[config.mk]
export PLATFORM = sky130hd
export DESIGN_NAME = bnn_param_loader_flat
export DESIGN_NICKNAME = d
export VERILOG_FILES = /design/src/rtl/bnn_param_loader_if.sv /design/src/rtl/bnn_param_loader.sv /design/src/flat_wrapper.sv
export SDC_FILE = /design/constraint.sdc
export NUM_CORES = 1
export LEC_CHECK = 0
export ABC_CLOCK_PERIOD_IN_PS = 4200
export CAP_MARGIN = 20
export CORE_MARGIN = 1
export CORE_UTILIZATION = 35
export CTS_BUF_LIST = sky130_fd_sc_hd__clkbuf_4
export CTS_CLUSTER_DIAMETER = 30
export DETAILED_ROUTE_END_ITERATION = 7
export SLEW_MARGIN = 20
export SYNTH_ARGS = -nofsm -noshare
export SYNTH_HDL_FRONTEND = slang
export SYNTH_SLANG_ARGS = --single-unit
[constraint.sdc]
create_clock -name clk -period 4.2 [get_ports clk]
set_clock_uncertainty 0.15 [all_clocks]
set_input_delay 0.84 -clock clk [delete_from_list [all_inputs] [get_ports clk]]
set_output_delay 0.84 -clock clk [all_outputs]
set_load 0.005 [all_outputs]
[src/rtl/bnn_param_loader_if.sv]
// Byte input, neuron-chain and readback signals of the BNN parameter loader.
// The host/tile side is the master; the loader is the slave.
interface bnn_param_loader_if;
    logic       start;
    logic       busy;
    logic       done;
    logic [7:0] in_data;
    logic       in_valid;
    logic       in_ready;
    logic       chain_setup;
    logic       chain_data;
    logic       chain_tail;
    logic [7:0] rb_data;
    logic       rb_valid;

    // chain_tail belongs to the host side: it comes from the last neuron, not the loader.
    modport master (
        output start, in_data, in_valid, chain_tail,
        input  busy, done, in_ready, chain_setup, chain_data, rb_data, rb_valid
    );

    modport slave (
        input  start, in_data, in_valid, chain_tail,
        output busy, done, in_ready, chain_setup, chain_data, rb_data, rb_valid
    );
endinterface

[src/rtl/bnn_param_loader.sv]
// Serialises parameter bytes MSB-first into a daisy-chain of BNN neurons and
// returns the bits shifted out of the chain tail as left-aligned readback bytes.
module bnn_param_loader #(
    parameter int NEURONS   = 4,
    parameter int INPUTS    = 8,
    parameter int BIAS_BITS = 3
) (
    input  logic               clk,
    input  logic               rst_n,
    bnn_param_loader_if.slave  bus
);
    localparam int CHAIN_BITS = NEURONS * (INPUTS + BIAS_BITS);
    localparam int CNT_W      = $clog2(CHAIN_BITS + 1);

    typedef enum logic [1:0] {IDLE, LOAD, SHIFT, DONE} state_t;

    state_t           state;
    logic [CNT_W-1:0] bits_left;
    logic [2:0]       bit_cnt;
    logic [7:0]       tx_sr;
    logic [7:0]       rb_sr;

    logic             busy_q;
    logic             done_q;
    logic             in_ready_q;
    logic             setup_q;
    logic             data_q;
    logic [7:0]       rb_data_q;
    logic             rb_valid_q;

    logic [7:0]       rb_next;
    logic [7:0]       rb_aligned;
    logic             last_of_chain;
    logic             byte_end;

    // NOTE: every variable written in always_comb gets a value on every path,
    // otherwise synthesis infers a latch to hold the old value.
    always_comb begin
        rb_next    = {rb_sr[6:0], bus.chain_tail};
        // A short final byte holds bit_cnt+1 bits in its low end; push them to the top.
        rb_aligned = rb_next << (3'd7 - bit_cnt);
    end

    assign last_of_chain = (bits_left == CNT_W'(1));
    assign byte_end      = (bit_cnt == 3'd7) || last_of_chain;

    // NOTE: sequential state uses non-blocking assignments so every flop samples
    // pre-edge values, exactly like the neurons that shift on the same edge.
    always_ff @(posedge clk or negedge rst_n) begin
        if (!rst_n) begin
            state      <= IDLE;
            bits_left  <= '0;
            bit_cnt    <= '0;
            tx_sr      <= '0;
            rb_sr      <= '0;
            busy_q     <= 1'b0;
            done_q     <= 1'b0;
            in_ready_q <= 1'b0;
            setup_q    <= 1'b0;
            data_q     <= 1'b0;
            rb_data_q  <= '0;
            rb_valid_q <= 1'b0;
        end else begin
            done_q     <= 1'b0;
            rb_valid_q <= 1'b0;
            case (state)
                IDLE: begin
                    if (bus.start) begin
                        state      <= LOAD;
                        bits_left  <= CNT_W'(CHAIN_BITS);
                        busy_q     <= 1'b1;
                        in_ready_q <= 1'b1;
                    end
                end
                LOAD: begin
                    // The chain stays frozen here, so in_valid gaps never disturb bit order.
                    if (bus.in_valid && in_ready_q) begin
                        state      <= SHIFT;
                        tx_sr      <= bus.in_data;
                        bit_cnt    <= '0;
                        rb_sr      <= '0;
                        in_ready_q <= 1'b0;
                        setup_q    <= 1'b1;
                        data_q     <= bus.in_data[7];
                    end
                end
                SHIFT: begin
                    tx_sr     <= {tx_sr[6:0], 1'b0};
                    data_q    <= tx_sr[6];
                    rb_sr     <= rb_next;
                    bits_left <= bits_left - CNT_W'(1);
                    bit_cnt   <= bit_cnt + 3'd1;
                    if (byte_end) begin
                        setup_q    <= 1'b0;
                        data_q     <= 1'b0;
                        rb_valid_q <= 1'b1;
                        rb_data_q  <= rb_aligned;
                        if (last_of_chain) begin
                            state  <= DONE;
                            done_q <= 1'b1;
                        end else begin
                            state      <= LOAD;
                            in_ready_q <= 1'b1;
                        end
                    end
                end
                DONE: begin
                    state  <= IDLE;
                    busy_q <= 1'b0;
                end
                default: state <= IDLE;
            endcase
        end
    end

    assign bus.busy        = busy_q;
    assign bus.done        = done_q;
    assign bus.in_ready    = in_ready_q;
    assign bus.chain_setup = setup_q;
    assign bus.chain_data  = data_q;
    assign bus.rb_data     = rb_data_q;
    assign bus.rb_valid    = rb_valid_q;
endmodule

[src/flat_wrapper.sv]
// flat-port wrapper written by rule: the top's interface ports become plain ports
module bnn_param_loader_flat 
#(
    parameter int NEURONS   = 4,
    parameter int INPUTS    = 8,
    parameter int BIAS_BITS = 3
)
  (clk, rst_n, bus_start, bus_in_data, bus_in_valid, bus_chain_tail, bus_busy, bus_done, bus_in_ready, bus_chain_setup, bus_chain_data, bus_rb_data, bus_rb_valid);
  bnn_param_loader_if bus_i ();
  input  logic clk;
  input  logic rst_n;
  input wire logic [$bits(bus_i.start)-1:0] bus_start;
  input wire logic [$bits(bus_i.in_data)-1:0] bus_in_data;
  input wire logic [$bits(bus_i.in_valid)-1:0] bus_in_valid;
  input wire logic [$bits(bus_i.chain_tail)-1:0] bus_chain_tail;
  output wire logic [$bits(bus_i.busy)-1:0] bus_busy;
  output wire logic [$bits(bus_i.done)-1:0] bus_done;
  output wire logic [$bits(bus_i.in_ready)-1:0] bus_in_ready;
  output wire logic [$bits(bus_i.chain_setup)-1:0] bus_chain_setup;
  output wire logic [$bits(bus_i.chain_data)-1:0] bus_chain_data;
  output wire logic [$bits(bus_i.rb_data)-1:0] bus_rb_data;
  output wire logic [$bits(bus_i.rb_valid)-1:0] bus_rb_valid;
  assign bus_i.start = bus_start;
  assign bus_i.in_data = bus_in_data;
  assign bus_i.in_valid = bus_in_valid;
  assign bus_i.chain_tail = bus_chain_tail;
  assign bus_busy = bus_i.busy;
  assign bus_done = bus_i.done;
  assign bus_in_ready = bus_i.in_ready;
  assign bus_chain_setup = bus_i.chain_setup;
  assign bus_chain_data = bus_i.chain_data;
  assign bus_rb_data = bus_i.rb_data;
  assign bus_rb_valid = bus_i.rb_valid;
  bnn_param_loader #(.NEURONS(NEURONS), .INPUTS(INPUTS), .BIAS_BITS(BIAS_BITS)) u_core (.clk(clk), .rst_n(rst_n), .bus(bus_i));
endmodule
==> metrics.txt <==
status=complete, no violations; kind of cell adding the most delay to the critical path=buffers and inverters; via count=between 1,000 and 1,500; arrival time at the worst endpoint=1300 ps; Die X=between 70 and 80 microns; hold depth=2; maximum vdd drop=slightly above 0.0002 V; CP max stage delay=530 ps; crit path launch=u_core.bus.in_ready; hold buffers post-CTS=0; Setup Buffers After CTS=0; Final setup viols=0; # DRC=0; Placeable Area=5610 sq um; Worst Tran Pin Value=879 ps; worst r2r dst=u_core.bus.rb_data[7]; ant diodes=0; Seq cells post-synth=39; layout cells sized above 1=a little over an eighth; crit path buf inv count=1; Worst Hold Class=reg -> reg; DRT iter0 DRCs=53; XOR/XNOR Fraction of Synth Area=0.849%; Cell Rows=27; vias per inst=5.19; die footprint=6210 sq um; Clk pin slew, worst setup/hold paths=110 ps; number of global-route vias before repair=around 1,400; post-synthesis mux area share=15.9%; Max Slew Vio Count=0; First-pass DRT Iterations=4; Worst setup SP type=register; Reg2Reg Depth=6; initial core utilization=36.8%; Buffers on Ports=26; DR WL/cell=13.5 microns; Final Hold Vio Count=0; max-cap violations=0; power per cell area=between 600 and 700 nW/um^2; Synth Instances=188; nets=roughly 240; Worst Setup End Kind=output pin; initial antenna violation count=0; RSZ-0062 raised after global routing=no; post-synthesis compound-gate area fraction=16.9%; WHS Endpoint=u_core.tx_sr[4]; Num CTS Buffers=5; first-pass GRT wire length=6730 microns; placed cell area=2380 sq um; setup TNS=0 ps; Post-Syn Area=slightly above 2000 sq um; # IOs=27; Routed Antenna Nets=0; synth unique cells=39; max_slew headroom=41.4%; Avg Cell Area, Syn=around 11 sq um; crit path cell chain=clkdlybuf4s50_1; clk sinks=39; Reg2Reg Setup Slack=2040 ps; CP required=3210 ps; H-tree levels=2; GRT Util Overall=between 10% and 20%; WL final=3880 microns; Critical R2R Launch=u_core.bits_left[1]; final instance area=2430 sq um; PostCTS Resize Cnt=0; largest family of logic cells by synthesized area=compound AO/OA/AOI/OAI gates; register area share after synthesis=47.3%; GRT overflow=0; async set-reset flop share out of synthesis=100%; CTS tree=built; Syn Nets=210; Max Fclk=436 MHz; ratio of final minimum period to clock period=between 50% and 60%; CP max-delay cell=clkdlybuf4s50_1; Clock Path Buffers=2; Root Buffer=clkbuf_4; LEAKAGE=0.00105 uW; dpl hpwl=2710 microns; number of flops mapped to enable cells by yosys=0; largest net degree at the start of global routing=40; CP max FO=6; Post-Synth Simple-Gate Area=9.82%; Skew-Pair Late Insertion Delay=350 ps; hold path start=u_core.tx_sr[4]; Top FF cell, synth=dfrtp_1; CP Class=reg -> out; Post-Synth Adder-Cell Area=5.46%; yosys synthesis warning count=0; GP Congestion=0.756; Synth-to-Final Area Change=18.0%; Final min period=2290 ps; chip height=78.8 microns
registers in the layout (all words and copies together) (netlist names):
name	flops
u_core.state	2
u_core.tx_sr	7
u_core.bus.busy	1
u_core.bus.rb_valid	1
u_core.bus.chain_data	1
u_core.bus.rb_data	8
u_core.bus.chain_setup	1
u_core.bus.done	1
u_core.bus.in_ready	1
u_core.rb_sr	7
u_core.bit_cnt	3
u_core.bits_left	6
cells in the mapped netlist, types with 4 or more instances:
cell	count	share of area, %
ha_1	9	5.5
mux2i_1	11	5.3
o21ai_0	26	6.3
mux2_4	4	2.9
a21oi_1	6	1.5
inv_1	10	1.8
clkbuf_1	6	1.1
nor2_1	5	0.91
a22o_1	10	4.2
dfrtp_1	39	47
nand2_1	19	3.5
mux2_2	8	4.4
worst register-to-register path, stage by stage, from the launching register on:
cell,delay (ps)
dfrtp_1,410
inv_1,80
ha_1,150
or4b_4,480
o21ba_4,250
nand2b_4,200
mux2_4,320
cell families (layout without fill, tap and decap cells):
| kind of cell | after synthesis | in the layout |
|---|---|---|
| AO/OA/AOI/OAI | 53 | 53 |
| XOR/XNOR | 2 | 2 |
| adder cells (fa/ha/maj) | 9 | 9 |
| buffers and inverters | 19 | 46 |
| flip-flops | 39 | 39 |
| multiplexers | 26 | 26 |
| AND/OR/NAND/NOR | 40 | 40 |
layout by cell type (no fill, tap or decap), types with 2 or more instances in the layout:
cell / instances
nor2b_1: 3
mux2i_1: 11
ha_1: 9
o21ai_0: 26
nand2_1: 19
clkbuf_4: 6
mux4_2: 3
nor2_1: 5
xnor2_1: 2
mux2_2: 8
nand3_1: 3
dfrtp_1: 39
clkinv_1: 2
buf_4: 2
mux2_4: 4
inv_1: 10
clkdlybuf4s50_1: 25
a21oi_1: 6
a22o_1: 10
power breakdown:
part / total (uW) / switching [uW] / internal (uW)
Combinational: 627 / 292 / 334
Sequential: 655 / 153 / 502
Clock: 187 / 119 / 68.5
Total: 1470 / 564 / 905
how the worst max path moves through the flow:
stage,slack [ps],cells after the start,endpoint
floorplan,2140,7,u_core.bus.rb_data[2]
global placement,1660,5,u_core.bus.in_ready
detailed placement,1630,5,u_core.bus.in_ready
CTS,1880,1,bus_in_ready
global route,1840,1,bus_in_ready
finish,1910,1,bus_in_ready
through the flow:
stage	total power, uW	utilization, %	std cells	setup WS [ps]	hold slack (ps)
6_report	1470	43.4	287	1910	341
5_1_grt	1600	43.4	287	1840	371
4_1_cts	1490	43.4	287	1880	347
3_5_place_dp	1300	42.5	279	1630	320
3_3_place_gp	1290	42.5	279	1660	312
2_1_floorplan	1090	-	188	2140	300
final cells by class:
cell class / instances / area [sq um]
Fill cell: 565 / 3170
Multi-Input combinational cell: 130 / 1010
Sequential cell: 39 / 976
Timing Repair Buffer: 28 / 270
Tap cell: 72 / 90.1
Clock buffer: 6 / 45.0
Inverter: 10 / 37.5
Clock inverter: 2 / 7.51
routing by layer:
| metal | GRT usage (%) | vias up | part of all wire (%) |
|---|---|---|---|
| met1 | 17.7 | 736 | 50 |
| met3 | 3.45 | 5 | 2.8 |
| li1 | - | 730 | - |
| met5 | 0 | - | 0 |
| met4 | 5.56 | 0 | 1.6 |
| met2 | 22.5 | 19 | 46 |
Power figures use the tool's default switching activity.
==> variant (same settings) <==
`BIAS_BITS` is set to 3 in 2 places; all go to 5.
--- a/src/rtl/bnn_param_loader.sv
+++ b/src/rtl/bnn_param_loader.sv
@@ -3,7 +3,7 @@
 module bnn_param_loader #(
     parameter int NEURONS   = 4,
     parameter int INPUTS    = 8,
-    parameter int BIAS_BITS = 3
+    parameter int BIAS_BITS = 5
 ) (
     input  logic               clk,
     input  logic               rst_n,
--- a/src/flat_wrapper.sv
+++ b/src/flat_wrapper.sv
@@ -3,7 +3,7 @@
 #(
     parameter int NEURONS   = 4,
     parameter int INPUTS    = 8,
-    parameter int BIAS_BITS = 3
+    parameter int BIAS_BITS = 5
 )
   (clk, rst_n, bus_start, bus_in_data, bus_in_valid, bus_chain_tail, bus_busy, bus_done, bus_in_ready, bus_chain_setup, bus_chain_data, bus_rb_data, bus_rb_valid);
   bnn_param_loader_if bus_i ();
Check against the original RTL: no difference found for any inputs over 10 cycles, from zero or initial values and one cycle with rst_n low; that may be too few to reach the edited logic, so the function may still have changed.
==> variant against the unedited design <==
Area after synthesis is 0.18% lower; final area is 1.0% lower; sequential cell count stayed put; wire length is 4.6% lower; power is 1.4% lower; via count is 4.0% lower; setup slack better by 0.012 ns; global-route usage is 0.10 points lower; highest routed layer unchanged.
==> variant: results (changes against the unedited design) <==
| Metric | Value |
|---|---|
| Status | finished, final reports clean |
| Area Overhead vs Synth | 17.0% |
| Ranking of synthesized cells by area | dfrtp_1, mux2i_1, ha_1 |
| Pleak | 1.03 nW (-2.3%) |
| CTS Buf Count | 5 (unchanged) |
| Yosys cell types | 40 (+2.6%) |
| DR vias | 1430 (-4.0%) |
| Share of flip-flops with an asynchronous set or reset | 1.00 (unchanged) |
| Critical-path top delay cell | clkdlybuf4s50_1 |
| IO Port Bufs | 26 (unchanged) |
| Post-Route WL | 3700 um (-4.6%) |
| Drt pass-1 iters | 4 (unchanged) |
| Ant diodes | 0 (unchanged) |
| Max incr delay on CP | 0.52 ns |
| Sequential cell area fraction in the yosys report | 0.474 (+0.000862) |
| CP max FO | 5 (-1) |
| Share of cells above drive strength 1 | 0.0913 (-0.0389) |
| Placed Area | 0.00236 mm^2 (-0.74%) |
| Post-cts resize count | 0 (unchanged) |
| Root Buffer | clkbuf_4 |
| Iter 0 DRT Violations | 55 (+3.8%) |
| # fillers | 547 (-3.2%) |
| Post-DP HPWL | 2560 um (-5.8%) |
| Largest net degree at the start of global routing | 40 (unchanged) |
| Setup_tns | 0 ns (unchanged) |
| Gr usage total | 0.138 (-0.000999) |
| Rel. slew slack | 0.408 (-0.00609) |
| RD Place Congestion | 0.792 (+4.8%) |
| Nets | 242 (+2.5%) |
| First-pass GRT wire length | 6610 um (-1.7%) |
| Clock Path Buffers | 2 (unchanged) |
| Worst hold path class | register to register |
| Post-synth top cells | dfrtp_1, nand2_1, mux2i_1 |
| Peak supply drop | 0.300 mV (+49%) |
| Syn nets | 217 (+3.3%) |
| CTS H-tree lvls | 2 (unchanged) |
==> variant: per-stage QoR <==
step | instances | power, mW | setup slack [ns]
3_5_place_dp | 285 | 1.28 | 1.71
3_3_place_gp | 285 | 1.27 | 1.73
2_1_floorplan | 195 | 1.09 | 2.33
4_1_cts | 291 | 1.47 | 1.89
5_1_grt | 291 | 1.58 | 1.84
6_report | 291 | 1.45 | 1.92
==> variant: kinds of logic after synthesis <==
kind of cell	Yosys count	synth area share
adder cells (fa/ha/maj)	9	0.0547
flip-flops	39	0.474
AND/OR/NAND/NOR	52	0.135
AO/OA/AOI/OAI	50	0.160
multiplexers	24	0.125
buffers and inverters	19	0.0431
XOR/XNOR	2	0.00851
==> variant: worst paths after layout <==
check	start	to	slack, ns	cells past startpoint
setup / recovery	u_core.bus.in_ready	bus_in_ready	1.92	1
hold / removal	u_core.bus.rb_data[2]	u_core.bus.rb_data[2]	0.33	2
setup reg to reg	u_core.state[0]	u_core.bit_cnt[0]	2.02	7
hold reg to reg	u_core.bus.rb_data[2]	u_core.bus.rb_data[2]	0.33	2
max in group asynchronous	rst_n	u_core.bus.rb_data[1]	2.88	1
min in group asynchronous	rst_n	u_core.bus.chain_data	0.45	1
==> variant: cell type report <==
class / count / area share
repair buffers: 28 / 0.112
clock buffers: 6 / 0.0187
inverters: 9 / 0.0140
well taps: 72 / 0.0374
flip-flops and latches: 39 / 0.405
multi-input cells: 137 / 0.413
==> variant: layer usage <==
| layer | vias to the layer above | GRT usage | wire length (um) |
|---|---|---|---|
| li1 | 740 | - | - |
| met1 | 667 | 0.194 | 1950 |
| met2 | 17 | 0.202 | 1580 |
| met3 | 6 | 0.0345 | 109 |
| met4 | 0 | 0.0556 | 59 |
| met5 | - | 0 | 0 |
==> variant: report_power, final <==
part           switching (mW)  internal (mW)  leakage, nW
Clock                   0.113         0.0661       0.0276
Sequential              0.151          0.501        0.461
Combinational           0.291          0.326        0.542
